<file path="src/rtl/riscv_ctrl_pkg.sv">
// Shared encodings for the multi-cycle RISC-V main control: opcodes, ALU
// selector codes, FSM state enum and the opcode class bundle.
package riscv_ctrl_pkg;

    localparam int OPC_W = 7;

    localparam logic [OPC_W-1:0] OP_R   = 7'b0110011;
    localparam logic [OPC_W-1:0] OP_LW  = 7'b0000011;
    localparam logic [OPC_W-1:0] OP_SW  = 7'b0100011;
    localparam logic [OPC_W-1:0] OP_BEQ = 7'b1100011;

    localparam logic [1:0] ALUOP_ADD   = 2'b00;
    localparam logic [1:0] ALUOP_SUB   = 2'b01;
    localparam logic [1:0] ALUOP_FUNCT = 2'b10;

    localparam logic [1:0] SRCB_REG  = 2'b00;
    localparam logic [1:0] SRCB_FOUR = 2'b01;
    localparam logic [1:0] SRCB_IMM  = 2'b10;

    typedef enum logic [3:0] {
        S_START, S_FETCH, S_DECODE, S_EXEC_R, S_EXEC_ADDR, S_EXEC_BR,
        S_MEM_RD, S_MEM_WR, S_WB_R, S_WB_MEM, S_TRAP
    } state_t;

    typedef struct packed {
        logic is_r;
        logic is_lw;
        logic is_sw;
        logic is_beq;
        logic illegal;
    } op_class_t;

endpackage

</file>
<file path="src/rtl/opcode_class_decoder.sv">
// Classifies the opcode field into the four supported instruction classes;
// anything else is flagged illegal.
import riscv_ctrl_pkg::*;

module opcode_class_decoder #(
    parameter int OPCODE_W = 7
) (
    input  logic [OPCODE_W-1:0] opcode,
    output op_class_t           cls
);

    always_comb begin
        cls         = '0;
        cls.is_r    = (opcode == OP_R);
        cls.is_lw   = (opcode == OP_LW);
        cls.is_sw   = (opcode == OP_SW);
        cls.is_beq  = (opcode == OP_BEQ);
        cls.illegal = !(cls.is_r || cls.is_lw || cls.is_sw || cls.is_beq);
    end

endmodule

</file>
<file path="src/rtl/multicycle_main_control.sv">
// Multi-cycle main control FSM: sequences fetch/decode/execute/memory/writeback,
// drives datapath enables and counts retired instructions.
import riscv_ctrl_pkg::*;

module multicycle_main_control #(
    parameter int CNT_W    = 32,
    parameter int OPCODE_W = 7
) (
    input  logic             clk,
    input  logic             rst_n,
    input  logic [31:0]      Inst,
    input  logic             Zero,
    input  logic             mem_ack,
    output logic             mem_req,
    output logic             MemRead,
    output logic             MemWrite,
    output logic             IorD,
    output logic             IRWrite,
    output logic             PCWrite,
    output logic             PCWriteCond,
    output logic             ALUSrcA,
    output logic [1:0]       ALUSrcB,
    output logic [1:0]       ALUOp,
    output logic             RegWrite,
    output logic             MemtoReg,
    output logic             trap,
    output logic [CNT_W-1:0] retired
);

    state_t           state, state_nxt;
    op_class_t        cls;
    logic             retire;
    logic [CNT_W-1:0] retired_q;

    // Zero gates PCWriteCond in the datapath; the upper Inst bits belong to ALU control.
    logic unused_in;
    assign unused_in = Zero ^ (^Inst[31:OPCODE_W]);

    opcode_class_decoder #(.OPCODE_W(OPCODE_W)) u_dec (
        .opcode (Inst[OPCODE_W-1:0]),
        .cls    (cls)
    );

    always_ff @(posedge clk or negedge rst_n) begin
        if (!rst_n) state <= S_START;
        else        state <= state_nxt;
    end

    always_comb begin
        state_nxt   = state;
        retire      = 1'b0;
        mem_req     = 1'b0;
        MemRead     = 1'b0;
        MemWrite    = 1'b0;
        IorD        = 1'b0;
        IRWrite     = 1'b0;
        PCWrite     = 1'b0;
        PCWriteCond = 1'b0;
        ALUSrcA     = 1'b0;
        ALUSrcB     = SRCB_REG;
        ALUOp       = ALUOP_ADD;
        RegWrite    = 1'b0;
        MemtoReg    = 1'b0;
        trap        = 1'b0;
        unique case (state)
            S_START: state_nxt = S_FETCH;
            S_FETCH: begin
                mem_req = 1'b1;
                MemRead = 1'b1;
                ALUSrcB = SRCB_FOUR;
                // IR and PC only latch when the memory data is actually present.
                IRWrite = mem_ack;
                PCWrite = mem_ack;
                if (mem_ack) state_nxt = S_DECODE;
            end
            S_DECODE: begin
                ALUSrcB = SRCB_IMM;
                if (cls.is_r)                   state_nxt = S_EXEC_R;
                else if (cls.is_lw || cls.is_sw) state_nxt = S_EXEC_ADDR;
                else if (cls.is_beq)             state_nxt = S_EXEC_BR;
                else                             state_nxt = S_TRAP;
            end
            S_EXEC_R: begin
                ALUSrcA   = 1'b1;
                ALUOp     = ALUOP_FUNCT;
                state_nxt = S_WB_R;
            end
            S_EXEC_ADDR: begin
                ALUSrcA   = 1'b1;
                ALUSrcB   = SRCB_IMM;
                state_nxt = cls.is_lw ? S_MEM_RD : S_MEM_WR;
            end
            S_EXEC_BR: begin
                ALUSrcA     = 1'b1;
                ALUOp       = ALUOP_SUB;
                PCWriteCond = 1'b1;
                retire      = 1'b1;
                state_nxt   = S_FETCH;
            end
            S_MEM_RD: begin
                mem_req = 1'b1;
                MemRead = 1'b1;
                IorD    = 1'b1;
                if (mem_ack) state_nxt = S_WB_MEM;
            end
            S_MEM_WR: begin
                mem_req  = 1'b1;
                MemWrite = 1'b1;
                IorD     = 1'b1;
                retire   = mem_ack;
                if (mem_ack) state_nxt = S_FETCH;
            end
            S_WB_R: begin
                RegWrite  = 1'b1;
                retire    = 1'b1;
                state_nxt = S_FETCH;
            end
            S_WB_MEM: begin
                RegWrite  = 1'b1;
                MemtoReg  = 1'b1;
                retire    = 1'b1;
                state_nxt = S_FETCH;
            end
            S_TRAP:  trap = 1'b1;
            default: state_nxt = S_START;
        endcase
    end

    always_ff @(posedge clk or negedge rst_n) begin
        if (!rst_n)      retired_q <= '0;
        else if (retire) retired_q <= retired_q + 1'b1;
    end

    assign retired = retired_q;

endmodule
</file>
<file path="config.mk">
export PLATFORM = sky130hd
export DESIGN_NAME = multicycle_main_control
export DESIGN_NICKNAME = d
export VERILOG_FILES = /design/src/rtl/riscv_ctrl_pkg.sv /design/src/rtl/opcode_class_decoder.sv /design/src/rtl/multicycle_main_control.sv
export SDC_FILE = /design/constraint.sdc
export NUM_CORES = 1
export LEC_CHECK = 0
export ABC_AREA = 1
export CORE_ASPECT_RATIO = 0.8
export CORE_MARGIN = 4
export CORE_UTILIZATION = 46
export DETAILED_ROUTE_END_ITERATION = 10
export HOLD_SLACK_MARGIN = 0.15
export PLACE_DENSITY = 0.81
export SYNTH_ARGS = -nofsm -noshare
export SYNTH_HDL_FRONTEND = slang
export SYNTH_SLANG_ARGS = --single-unit
</file>
<file path="constraint.sdc">
create_clock -name clk -period 1.6 [get_ports clk]
set_input_delay 0.32 -clock clk [delete_from_list [all_inputs] [get_ports clk]]
set_output_delay 0.32 -clock clk [all_outputs]
set_load 0.01 [all_outputs]
</file>
==> results.toml <==
[power_and_ir_drop]
finalPower_mw = 4.11
irDropWorstVdd_mv = 0.716
total_leakage_power_nw = 2.13
p_per_area_nw_per_um2 = 994

[placement]
place_congestion = 0.903
post_dp_cell_area_um2 = 3280
place_worst_setup_slack_ns = -0.247
post-dp-hpwl_um = 4850
place.port_buffers = 56

[worst_setup_path]
crit_path_max_incr_delay_ns = 0.45
timing.critical_path.buf_inv = 3
cp_data_required_time_ns = 1.28
cp_cell_sequence = "buf_6, nor2_4, buf_4, nand2_4, nor2_2, buf_2"
crit_path_dat_ns = 1.48
regToRegEndpoint = "retired[30]"
criticalPathCategory = "reg -> out"
r2r_cells = 11
crit_family = "flip-flops"
worst_r2r_startpoint = "state[3]"
cpMaxStageDelayCell = "dfrtp_2"
worst-path-max-fanout = 6
setup.worst_path.start_class = "flop"
ff2ff_setup_slack_ns = -0.19
worstSetupEndpointType = "output port"

[global_routing]
antenna_found_initial = 0
grt_max_degree = 37
grt_first_pass_wirelength_um = 11800
overall_overflow_remaining_after_global_route = 0
grt_use_total_pct = 22.7
grt_pass1_vias = 2683

[clock_network]
cts.reportedPaths.clkPinSlew_ns = 0.08
clock_sinks = 36
clockBufferDepth = 2
holdBufCountCts = 0
cts.root.buffer_cell = "clkbuf_8"
numCtsBuffers = 5
cts_tree = "done"
ctsHtreeMaxLevel = 2
clk-insertion-delay-late_ns = 0.30

[finish]
final_nets = 529
stdcell_area_um2 = 4140
syn2layout_area_growth_pct = 68.7
diodes = 0
num-fill-cells = 264
final_layout_size_suffix_gt1_share_pct = 38.5

[logic_synthesis]
syn-num-nets = 402
async_reset_ff_share_pct = 100
syn_avg_cell_area_um2 = 6.72
synth-warning-count = 0
synth_sequential_area_ratio_pct = 36.7
mappedNetlistArea_um2 = 2450
most_frequently_used_flop_master_after_synthesis = "dfrtp_1"
netlist_instances = 365
synth_top_cell_by_area = "dfrtp_1"
synth_edf_count = 0
synth.top_cells.by_area = "dfrtp_1 37%, nand2_1 22%, nor2_1 8.3%, inv_1 6.0%, xnor2_1 5.0%"
netlist-cell-type-count = 26
synth.top_cell.area_share_pct = 36.7
synth-seq-cells = 36

[drt]
dr.pass1.iters = 7
detail_route.wl_per_cell_um = 17.9
via_count = 3120
avgViaCountPerCell = 5.62
detail_route.drc_violations = 0
totalWireLength_um = 9920
ant_nets = 0
initialDrtViolationCount = 297

[timing]
slew_worst_pin_ns = 0.358
timing_max_transition_violations_final = 0
period_share_pct = 113
final-setup-viol-count = 48
fmax_mhz = 555
slew_headroom_pct = 76.1
clock_skew_ns = 0.00848
rsz0062_at_grt = "yes"
setup_tns_final_ns = -5.46
report.final.hold_viol_count = 0
final_worst_setup_slack_ns = -0.201
finalCriticalPeriod_ns = 1.80

[floorplanning]
die-height_um = 73.3
coreArea_um2 = 5090
die_area_um2 = 6570
top_level_ports = 83
floorplan.die.width_um = 89.6
floorplan.initialDensity_pct = 48.1
fp-row-count = 23

[status]
failed_checks = "negative setup slack"
run_status = "complete, but fails checks"

[flow_run]
max_cap_violations = 0

[min_path]
hp-class = "in -> async"
## synthesized netlist by cell type, drive strengths merged, types with 2 or more instances
master / number
dfrtp: 36
o21ai: 10
nor3: 4
nor2: 68
a21oi: 3
buf: 5
nand2: 150
nand3: 23
nand4: 2
xnor2: 14
inv: 44
xor2: 2
## per-stage QoR
step                      hold WS (ns)  cells  utilization [%]
final                            0.388    555             81.2
after global routing             0.402    555             81.2
after CTS                        0.409    535             69.3
after detailed placement         0.516    506             64.5
after global placement           0.510    506             64.5
after floorplan                 0.0244    365                -
## worst max-delay path by stage
stage	start	endpoint	slack, ns	depth (start not counted)
2_1_floorplan	retired[0]	retired[18]	0.08	8
5_1_grt	state[3]	retired[30]	-0.28	11
3_3_place_gp	mem_ack	IRWrite	-0.22	4
6_report	state[2]	IRWrite	-0.20	6
4_1_cts	state[2]	ALUSrcB[1]	-0.10	7
3_5_place_dp	mem_ack	IRWrite	-0.25	4
## metal layers
layer | global-route usage (%) | part of all wire (%)
met4 | 6.28 | 5.4
met5 | 0 | 0
met1 | 29.4 | 36
met3 | 5.04 | 9.8
met2 | 38.0 | 48
## power breakdown
group | total (mW) | leakage (nW) | internal [mW] | switching (mW)
registers | 1.16 | 0.458 | 1.02 | 0.140
clock network | 0.707 | 0.0445 | 0.350 | 0.357
logic | 2.25 | 1.63 | 1.09 | 1.16
## cells by family after synthesis
logic type	Yosys count	synth area share, %
compound gates	15	3.21
xor+xnor	16	5.71
fa+ha+maj	1	0.510
buf+inv	49	8.93
flops	36	36.7
simple gates	248	44.9
## repair_timing
item | 4_1_cts | 5_1_grt
hold endpoints to repair | 0 | 0
setup endpoints to repair | 26 | 70
resized for setup | 84 | 112
pin swaps | 5 | 24
setup buffers | 21 | 19
gates cloned | 0 | 2
## placed cells by master, fill, tap and decap left out, types with 3 or more instances in the layout
master / instances
buf_12: 5
buf_2: 10
buf_4: 49
buf_6: 16
clkbuf_8: 6
clkdlybuf4s50_1: 22
dfrtp_1: 23
dfrtp_2: 13
dlymetal6s2s_1: 17
inv_1: 31
inv_2: 11
nand2_1: 123
nand2_2: 13
nand2_4: 9
nand2_8: 5
nand3_1: 14
nand3_2: 6
nand3_4: 3
nor2_1: 44
nor2_2: 13
nor2_4: 11
o21ai_0: 4
o21ai_2: 5
xnor2_1: 10
xnor2_2: 4
## state kept, by name (all words and copies together) (netlist names)
register,cells
retired,32
state,4
## worst reg2reg max path, delay by kind of cell (launching register included)
kind | cells | cell delay (ns)
buffers and inverters | 6 | 0.73
AND/OR/NAND/NOR | 5 | 0.51
flip-flops | 1 | 0.47
## layout make-up
| cell class | count | area [µm²] | area share, % |
|---|---|---|---|
| timing repair buffer | 125 | 1220 | 29.5 |
| inverter | 44 | 180 | 4.35 |
| multi-input combinational | 280 | 1650 | 39.9 |
| clock buffer | 7 | 86.3 | 2.09 |
| tap | 62 | 77.6 | 1.87 |
| clock inverter | 1 | 7.51 | 0.181 |
| sequential | 36 | 917 | 22.2 |
Note: power is estimated with default switching activity, not from simulation.
